<file path="src/rtl/uart_bridge_pkg.sv">
// Shared constants, ZLP state encoding and width helper for the UART byte bridge.
// No logic, no latency, no backpressure of its own.
package uart_bridge_pkg;

  localparam int DEF_MAX_PKT  = 64;
  localparam int DEF_ZLP_IDLE = 255;

  typedef enum logic [1:0] {
    IDLE    = 2'd0,
    FULLPKT = 2'd1,
    ZLP     = 2'd2
  } zlp_state_t;

  function automatic int clog2(input int value);
    int r;
    r = 0;
    while ((1 << r) < value) r++;
    return r;
  endfunction

endpackage

</file>
<file path="src/rtl/sync_byte_fifo.sv">
// Single-clock byte FIFO with first-word fall-through head; push/pop take effect at the edge.
// Push is ignored when full and pop when empty; a pop on full frees the slot only next cycle.
module sync_byte_fifo
  import uart_bridge_pkg::*;
#(
  parameter  int DEPTH = 16,
  localparam int AW    = clog2(DEPTH)
) (
  input  logic          clk_48mhz,
  input  logic          reset,
  input  logic          push,
  input  logic [7:0]    push_data,
  input  logic          pop,
  output logic [7:0]    head,
  output logic          full,
  output logic          empty,
  output logic [AW:0]   level
);

  logic [7:0]  mem [DEPTH];
  logic [AW:0] wr_ptr;
  logic [AW:0] rd_ptr;
  logic        do_push;
  logic        do_pop;

  // Extra pointer MSB distinguishes full from empty when the index bits match.
  assign level   = wr_ptr - rd_ptr;
  assign empty   = (wr_ptr == rd_ptr);
  assign full    = (wr_ptr[AW] != rd_ptr[AW]) && (wr_ptr[AW-1:0] == rd_ptr[AW-1:0]);
  assign do_push = push && !full;
  assign do_pop  = pop && !empty;
  assign head    = mem[rd_ptr[AW-1:0]];

  always_ff @(posedge clk_48mhz) begin
    if (reset) begin
      wr_ptr <= '0;
      rd_ptr <= '0;
    end else begin
      if (do_push) wr_ptr <= wr_ptr + 1'b1;
      if (do_pop)  rd_ptr <= rd_ptr + 1'b1;
    end
  end

  always_ff @(posedge clk_48mhz) begin
    if (do_push) mem[wr_ptr[AW-1:0]] <= push_data;
  end

endmodule

</file>
<file path="src/rtl/uart_byte_bridge.sv">
// Bridges the app-side uart_we/uart_re byte handshake to CDC bulk valid/ready streams via TX/RX FIFOs.
// Writes land in TX at the accepting edge, reads show on uart_do one cycle later; uart_wait stalls on full/empty.
module uart_byte_bridge
  import uart_bridge_pkg::*;
#(
  parameter  int TX_DEPTH = 16,
  parameter  int RX_DEPTH = 16,
  parameter  int MAX_PKT  = DEF_MAX_PKT,
  parameter  int ZLP_IDLE = DEF_ZLP_IDLE,
  localparam int TX_AW    = clog2(TX_DEPTH)
) (
  input  logic             clk_48mhz,
  input  logic             reset,
  input  logic             uart_we,
  input  logic             uart_re,
  input  logic [7:0]       uart_di,
  output logic [7:0]       uart_do,
  output logic             uart_wait,
  output logic [7:0]       ep_in_data,
  output logic             ep_in_valid,
  output logic             ep_in_last,
  input  logic             ep_in_ready,
  output logic             ep_in_zlp,
  input  logic [7:0]       ep_out_data,
  input  logic             ep_out_valid,
  output logic             ep_out_ready,
  output logic [TX_AW:0]   tx_level
);

  localparam int RX_AW = clog2(RX_DEPTH);
  localparam int PW    = clog2(MAX_PKT);
  localparam int IW    = clog2(ZLP_IDLE + 1);
  localparam logic [PW-1:0]  PKT_LAST   = PW'(MAX_PKT - 1);
  localparam logic [IW-1:0]  IDLE_LIMIT = IW'(ZLP_IDLE);
  localparam logic [TX_AW:0] ONE_ENTRY  = (TX_AW + 1)'(1);

  logic            tx_full;
  logic            tx_empty;
  logic            rx_full;
  logic            rx_empty;
  logic [7:0]      rx_head;
  logic [RX_AW:0]  rx_level;
  logic            unused_rx_level;
  logic            wr_acc;
  logic            rd_acc;
  logic            tx_xfer;
  logic            rx_push;
  logic [PW-1:0]   pkt_cnt;
  logic [IW-1:0]   idle_cnt;
  zlp_state_t      state_q;
  zlp_state_t      state_d;

  // A request seen during reset is held off so it completes only once reset drops.
  assign uart_wait = reset ? (uart_we || uart_re)
                           : ((uart_we && tx_full) || (uart_re && rx_empty));
  assign wr_acc    = uart_we && !uart_wait;
  assign rd_acc    = uart_re && !uart_wait;

  assign ep_in_valid  = !tx_empty;
  assign tx_xfer      = ep_in_valid && ep_in_ready;
  assign ep_out_ready = !rx_full;
  assign rx_push      = ep_out_valid && ep_out_ready;
  assign unused_rx_level = ^rx_level;

  // Close the packet at MAX_PKT, or when the byte on offer is the last one and nothing refills behind it.
  assign ep_in_last = ep_in_valid &&
                      ((pkt_cnt == PKT_LAST) || (tx_level == ONE_ENTRY && !wr_acc));

  sync_byte_fifo #(.DEPTH(TX_DEPTH)) u_tx_fifo (
    .clk_48mhz (clk_48mhz),
    .reset     (reset),
    .push      (wr_acc),
    .push_data (uart_di),
    .pop       (tx_xfer),
    .head      (ep_in_data),
    .full      (tx_full),
    .empty     (tx_empty),
    .level     (tx_level)
  );

  sync_byte_fifo #(.DEPTH(RX_DEPTH)) u_rx_fifo (
    .clk_48mhz (clk_48mhz),
    .reset     (reset),
    .push      (rx_push),
    .push_data (ep_out_data),
    .pop       (rd_acc),
    .head      (rx_head),
    .full      (rx_full),
    .empty     (rx_empty),
    .level     (rx_level)
  );

  always_ff @(posedge clk_48mhz) begin
    if (reset) begin
      uart_do <= '0;
      pkt_cnt <= '0;
    end else begin
      if (rd_acc) uart_do <= rx_head;
      if (tx_xfer) pkt_cnt <= ep_in_last ? '0 : pkt_cnt + 1'b1;
    end
  end

  always_ff @(posedge clk_48mhz) begin
    if (reset) begin
      state_q <= IDLE;
    end else begin
      state_q <= state_d;
    end
  end

  always_comb begin
    state_d = state_q;
    case (state_q)
      IDLE:    if (tx_xfer && ep_in_last && pkt_cnt == PKT_LAST) state_d = FULLPKT;
      FULLPKT: begin
        if (wr_acc || ep_in_valid)     state_d = IDLE;
        else if (idle_cnt == IDLE_LIMIT) state_d = ZLP;
      end
      ZLP:     state_d = IDLE;
      default: state_d = IDLE;
    endcase
  end

  always_comb begin
    ep_in_zlp = (state_q == ZLP);
  end

  // Idle time only accumulates while parked after a full packet.
  always_ff @(posedge clk_48mhz) begin
    if (reset || state_q != FULLPKT || state_d != FULLPKT) begin
      idle_cnt <= '0;
    end else if (tx_empty) begin
      idle_cnt <= idle_cnt + 1'b1;
    end
  end

endmodule

</file>
<file path="config.mk">
export PLATFORM = sky130hd
export DESIGN_NAME = uart_byte_bridge
export DESIGN_NICKNAME = d
export VERILOG_FILES = /design/src/rtl/uart_bridge_pkg.sv /design/src/rtl/sync_byte_fifo.sv /design/src/rtl/uart_byte_bridge.sv
export SDC_FILE = /design/constraint.sdc
export NUM_CORES = 1
export LEC_CHECK = 0
export BUFFER_PORTS_ARGS = -buffer_cell sky130_fd_sc_hd__buf_2
export CAP_MARGIN = 10
export CORE_ASPECT_RATIO = 0.8
export CORE_MARGIN = 2
export CORE_UTILIZATION = 40
export CTS_BUF_LIST = sky130_fd_sc_hd__clkbuf_8
export DETAILED_ROUTE_END_ITERATION = 16
export GPL_ROUTABILITY_DRIVEN = 0
export PLACE_DENSITY = 0.54
export SLEW_MARGIN = 20
export SYNTH_ARGS = -nofsm -noshare
export SYNTH_HDL_FRONTEND = slang
export SYNTH_SLANG_ARGS = --single-unit
</file>
<file path="constraint.sdc">
create_clock -name clk_48mhz -period 3.4 [get_ports clk_48mhz]
set_clock_uncertainty 0.1 [all_clocks]
set_input_delay 0.34 -clock clk_48mhz [delete_from_list [all_inputs] [get_ports clk_48mhz]]
set_output_delay 0.34 -clock clk_48mhz [all_outputs]
set_load 0.02 [all_outputs]
</file>
==> results of run 1 <==
synthesized netlist by cell type, types with 2 or more instances:
master	count	area, sq um
a21o_1	2	15.0
o31ai_1	2	15.0
nor2_1	69	259
dfxtp_1	48	961
clkbuf_1	12	45.0
and3_1	5	31.3
edfxtp_1	256	7690
nor3_1	10	50.1
ha_1	16	200
buf_2	6	30.0
a22o_1	4	35.0
mux2i_1	10	100
xor2_1	20	175
nor2b_1	6	37.5
a21oi_1	8	40.0
buf_1	5	18.8
nand4_1	10	62.6
xnor2_1	11	96.3
inv_1	11	41.3
nand2_1	21	78.8
o41ai_1	2	17.5
o21ai_0	5	25.0
nor4_4	2	42.5
mux4_2	80	1800
or3_1	3	18.8
o21ai_1	2	10.0
nand3b_1	2	15.0
nand3_1	2	10.0
nand2b_1	5	31.3
buf_4	6	45.0
registers in the layout, summed over array words and instances, names as in the netlist, named ones only:
name	count
u_tx_fifo.wr_ptr	5
pkt_cnt	6
uart_do	8
u_tx_fifo.rd_ptr	5
u_rx_fifo.wr_ptr	5
u_rx_fifo.mem	128
state_q	2
u_rx_fifo.rd_ptr	5
u_tx_fifo.mem	128
idle_cnt	8
cells by family (layout without fill, tap and decap cells):
family / after synthesis / count (layout) / share of synthesized area, %
flops: 304 / 304 / 71.2
simple gates: 139 / 139 / 5.52
mux: 90 / 90 / 15.7
buf+inv: 40 / 184 / 1.48
xor+xnor: 32 / 32 / 2.37
compound gates: 31 / 31 / 1.94
fa+ha+maj: 17 / 17 / 1.81
worst max-delay path: stages, from the launching register on:
cell and delay (ps):
dfxtp_1 410, ha_1 430, nand4_1 220, o21ai_1 420, a311oi_4 130, nor4_4 230, nor2_1 70, nor2_1 120
buf_4 160
routing by layer:
metal / up-vias / share of wire, % / global-route usage, %
li1: 2800 / - / -
met2: 196 / 43 / 23.3
met5: - / 0 / 0
met4: 0 / 1.7 / 4.72
met3: 43 / 6.2 / 3.02
met1: 3258 / 49 / 26.4
layout make-up:
cell class,count,area share [%]
well taps,413,3.69
clock buffers,49,4.81
inverters,11,0.295
clock inverters,40,1.53
flip-flops and latches,304,61.8
repair buffers,84,3.86
multi-input cells,309,24.0
worst min-delay path by stage:
stage | slack (ps) | start | end | depth (start not counted)
2_1_floorplan | 340 | ep_out_data[0] | u_rx_fifo.mem[0][0] | 0
3_3_place_gp | 370 | state_q[0] | state_q[1] | 2
3_5_place_dp | 390 | state_q[0] | state_q[1] | 2
4_1_cts | 5 | ep_out_data[7] | u_rx_fifo.mem[9][7] | 1
5_1_grt | 20 | ep_out_data[7] | u_rx_fifo.mem[14][7] | 1
6_report | 60 | ep_out_data[7] | u_rx_fifo.mem[15][7] | 1
metrics by stage:
step           total power, mW  std cells
5_1_grt                   8.43       1210
6_report                  8.09       1210
2_1_floorplan             4.93        653
3_5_place_dp              5.28       1120
4_1_cts                   8.19       1209
3_3_place_gp              5.26       1120
report_power, final:
part / internal [mW] / switching (mW) / total (mW)
Combinational: 0.475 / 0.616 / 1.09
Clock: 1.44 / 1.42 / 2.86
Sequential: 4.10 / 0.0369 / 4.13
timing repair:
item                       in CTS  in global routing
resized for setup               3                  7
buffers inserted                0                  1
pin swaps                       1                  3
setup endpoints to repair       1                  1
==> results.env, run 1 <==
INITIAL_ANTENNA_VIOLATION_COUNT=1
TIMING.SLEW.HEADROOM_PCT=43.1
POSTPLACECELLAREA_SQ_UM=13100
HPWLAFTERDP_MM=16.7
PORT_BUFFERS=47
VIAS=6297
END_KIND='primary output'
CTS_HOLD_BUF=0
SYNTH-SEQ-AREA-SHARE_PCT=71.2
MAX-CAP-VIOLATIONS=0
IOS=48
TIMING.CRITICAL_PATH.FANOUT_MAX=10
CHIP_WIDTH_UM=199
FINALSETUPVIOLCOUNT=0
DIE_HEIGHT_UM=160
WORST-ENDPOINT-REQUIRED_PS=2960
REGAREA_SQ_UM=8650
INSERTION_DELAY_TO_THE_LATER_SINK_OF_THE_WORST_SKEW_PAIR_PS=570
SYNTH_AREA_SQ_UM=12100
CORE_AREA_SQ_UM=30100
SYNTH_CELLS=653
CRITPATHLAUNCH='u_tx_fifo.wr_ptr[2]'
LAYOUT.FILLER_CELLS=2584
FIRST_PASS_GRT_WIRE_LENGTH_MM=39.3
MIN-DELAY-PATH-CLASS='in2reg'
RR_STARTPOINT='u_tx_fifo.wr_ptr[2]'
REG2REG_SLACK_PS=580
WORST_IR_DROP_VDD_mV=0.246
FINAL_PERIOD_DEMAND_OF_THE_WORST_PATH_PS=3190
YS.WARNINGS.COUNT=0
CLK_PIN_SLEW_WORST_PATHS_PS=70
DETAIL_ROUTE.WL_PER_CELL_UM=21.2
POSTROUTEWIRELENGTH_MM=25.6
CTS_TREE='yes'
CTS-BUFFERS-INSERTED=49
REG2REGPATHDEPTH=7
HOLD_VIOLATIONS=0
LAYOUT-AREA-OVERHEAD-VS-SYNTH_PCT=15.3
INITIALDRTVIOLATIONCOUNT=570
POST_DRT_VIA_CELL_RATIO=5.20
STANDARD_CELL_ROW_COUNT=57
CRITICAL_PATH_ARRIVAL_PS=2750
DRT-PASS1-ITER-COUNT=5
DP_SLACK_PS=511
LAYOUT-DRIVE-GT1-SHARE_PCT=30.4
WORST_SLACK_PS=209
ANTENNADIODECOUNT=0
YS.FLOP_TYPE='edfxtp_1'
WORSTSETUPENDPOINT='ep_in_last'
SYNTHDISTINCTLIBCELLS=42
CTS.ROOT.BUFFER_CELL='clkbuf_8'
R2R_END='u_tx_fifo.mem[3][4]'
DIE-AREA_SQ_UM=31800
TIGHTESTPINTRANSITION_PS=851
ANT_NETS=0
POWER.STATIC_LEAKAGE_nW=4.62
GRT.TOTAL_USAGE_PCT=16.6
SETUP.WORST_PATH.START_CLASS='flop'
LAYOUT.CELLS.MOST_COMMON='edfxtp_1'
SYN-MEAN-INSTANCE-AREA_SQ_UM=18.6
FINALINSTANCEAREA_SQ_UM=14000
GRT_START_MAX_NET_PINS=43
DETAIL_ROUTE.DRC_VIOLATIONS=0
GRT_OVERFLOW=0
MAX-CLOCK-PATH-BUFFERS=3
SYNTH.FF_LATCH_COUNT=304
FFS_W_ASYNC_S_R_SYNTH_PCT=0
END_OF_FLOW_CORE_UTILIZATION_PCT=46.5
SYNTH-EDFF-COUNT=256
POSTSYNTHNETCOUNT=692
POWER.DENSITY_nW_PER_UM2=577
FINALNETCOUNT=798
TOTALNEGATIVESETUPSLACK_PS=0
FIN_CRIT_SH_PCT=93.8
MAXIMUM_LEVEL_OF_THE_CTS_H_TREE=2
VIA_COUNT_OF_THE_FIRST_GLOBAL_ROUTING_PASS=6530
MULTI_INPUT_COMB_AREA_SQ_UM=3370
OUTCOME='complete, no violations'
FIN_HOLD_WS_PS=61.2
START_UTIL_PCT=40.4
SETUP.WORST_PATH.CLASS='reg2out'
FINAL_CELL_MIX='edfxtp_1 (256), mux4_2 (80), nor2_1 (69), clkbuf_8 (49), buf_2 (46)'
SLEW_VIOL_FINAL=0
CTS_NUM_SINKS=304
MAX_FREQ_MHz=313
Power figures use the tool's default switching activity.
==> run 2, diff against run 1 <==
- CORE_UTILIZATION: 40 -> 55
- CTS_CLUSTER_SIZE: default -> 16
- PLACE_DENSITY: 0.54 -> 0.7
- clock period: 3.4 -> 3.5 ns (I/O delays scaled with it)
==> results.env, run 2 (synthesized netlist as in run 1, its figures left out) <==
CTS-BUFFERS-INSERTED=46
INITIAL_ANTENNA_VIOLATION_COUNT=0
GRT_START_MAX_NET_PINS=43
WORST_SLACK_PS=245
TIGHTESTPINTRANSITION_PS=890
ANTENNADIODECOUNT=0
OUTCOME='complete, no violations'
START_UTIL_PCT=56.2
FINAL_CELL_COUNT_WITHOUT_FILLERS=1058
FIN_HOLD_WS_PS=69.7
MAX-CAP-VIOLATIONS=0
FIN_CRIT_SH_PCT=93.0
DP_CELLS=973
PORT_BUFFERS=47
CRITICAL_PATH_ARRIVAL_PS=2810
WORST-ENDPOINT-REQUIRED_PS=3050
CTS_HOLD_BUF=0
MIN-DELAY-PATH-CLASS='in2reg'
GRT.TOTAL_USAGE_PCT=21.6
FINALSETUPVIOLCOUNT=0
CORE_AREA_SQ_UM=21600
HOLD_VIOLATIONS=0
CTS_SETUP_BUFFERS=0
DRT-PASS1-ITER-COUNT=5
LAYOUT-AREA-OVERHEAD-VS-SYNTH_PCT=13.1
MAX_FREQ_MHz=307
POWER.STATIC_LEAKAGE_nW=4.54
HPWLAFTERDP_MM=15.3
TIMING.SLEW.HEADROOM_PCT=40.5
RR_STARTPOINT='u_tx_fifo.wr_ptr[2]'
LAYOUT.CELLS.MOST_COMMON='edfxtp_1'
VIAS=6252
CTS_TREE='yes'
HOLD_PATH_STARTPOINT='uart_di[1]'
DETAIL_ROUTE.WL_PER_CELL_UM=22.7
LAYOUT.FILLER_CELLS=1513
LAYOUT-DRIVE-GT1-SHARE_PCT=29.5
FINALNETCOUNT=785
REG2REGPATHDEPTH=7
MAXIMUM_LEVEL_OF_THE_CTS_H_TREE=2
CTS_NUM_SINKS=304
HOLDPATHSTAGES=1
DIE-AREA_SQ_UM=23300
DIE_HEIGHT_UM=137
TOTALNEGATIVESETUPSLACK_PS=0
POWER.DENSITY_nW_PER_UM2=573
CLK_PIN_SLEW_WORST_PATHS_PS=60
SLEW_VIOL_FINAL=0
INSERTION_DELAY_TO_THE_LATER_SINK_OF_THE_WORST_SKEW_PAIR_PS=540
ANT_NETS=0
STANDARD_CELL_ROW_COUNT=48
IOS=48
CTS.ROOT.BUFFER_CELL='clkbuf_8'
POSTROUTEWIRELENGTH_MM=24.1
INITIALDRTVIOLATIONCOUNT=476
DP_SLACK_PS=712
FIRST_PASS_GRT_WIRE_LENGTH_MM=36.8
END_OF_FLOW_CORE_UTILIZATION_PCT=63.5
FINAL_CELL_MIX='edfxtp_1 (256), mux4_2 (80), nor2_1 (69), clkbuf_8 (48), buf_2 (47)'
DETAIL_ROUTE.DRC_VIOLATIONS=0
VIA_COUNT_OF_THE_FIRST_GLOBAL_ROUTING_PASS=6451
CHIP_WIDTH_UM=170
POST_DRT_VIA_CELL_RATIO=5.91
CRITPATHLAUNCH='u_tx_fifo.wr_ptr[0]'
GRT_OVERFLOW=0
WORST_IR_DROP_VDD_mV=0.402
FINAL_PERIOD_DEMAND_OF_THE_WORST_PATH_PS=3260
TIMING.CRITICAL_PATH.FANOUT_MAX=5
MAX-CLOCK-PATH-BUFFERS=3
SETUP.WORST_PATH.START_CLASS='flop'
SETUP_REPAIR_AFTER_GLOBAL_ROUTING_MISSED_ITS_MARGIN='false'
SETUP.WORST_PATH.CLASS='reg2out'
END_KIND='primary output'
run 2: changes by cell type in the layout (fill, tap and decap cells not counted), sizes merged:
cell      change
clkinv        -3
buf          -10
clkbuf        -1
inv           -6
clkinvlp      +4
bufinv        +2
run 2: report_power, final:
part | internal [mW] | switching [mW] | leakage [nW]
logic | 0.446 | 0.531 | 1.35
registers | 3.98 | 0.0582 | 2.70
clock network | 1.51 | 1.35 | 0.487
total | 5.93 | 1.94 | 4.54
run 2: worst paths after layout:
| kind | slack, ps | end |
|---|---|---|
| max | 240 | ep_in_last |
| min | 70 | u_tx_fifo.mem[8][1] |
| min reg2reg | 400 | uart_do[3] |
| max reg2reg | 600 | u_tx_fifo.mem[0][4] |
run 2: what timing repair did:
item	in CTS	in global routing
endpoints found under the hold margin	0	0
gates resized for setup	0	3
endpoints found under the setup margin	0	1
run 2: worst max-delay path, cell delays in order, from the launching register on:
cell     delay [ps]
dfxtp_2         350
inv_1           110
ha_1            160
inv_1            60
fa_1            400
xor2_1          170
or3_4           370
nor4_4          320
nor2_1           80
nor2_1           80
buf_2           160
run 2: area by class of cell:
class	count	area, sq um	share of cell area, %
Tap cell	275	344	2.50
Sequential cell	304	8650	63.0
Timing Repair Buffer	74	450	3.28
Multi-Input combinational cell	309	3340	24.3
Clock buffer	48	661	4.81
Inverter	11	41.3	0.301
Clock inverter	37	248	1.80
run 2: metal layers:
layer / vias to the layer above / global-route usage (%) / routed length [um] / part of all wire (%)
li1: 2775 / - / - / -
met3: 40 / 5.47 / 2080 / 8.6
met2: 237 / 31.3 / 10500 / 44
met4: 0 / 5.46 / 380 / 1.6
met1: 3200 / 33.2 / 11000 / 46
met5: - / 0 / 0 / 0
run 2: per-stage QoR:
stage / instance area (sq um) / total power, mW
3_3_place_gp: 12800 / 5.05
3_5_place_dp: 12800 / 5.08
6_report: 13700 / 7.87
5_1_grt: 13700 / 8.17
2_1_floorplan: 12100 / 4.79
4_1_cts: 13700 / 7.92
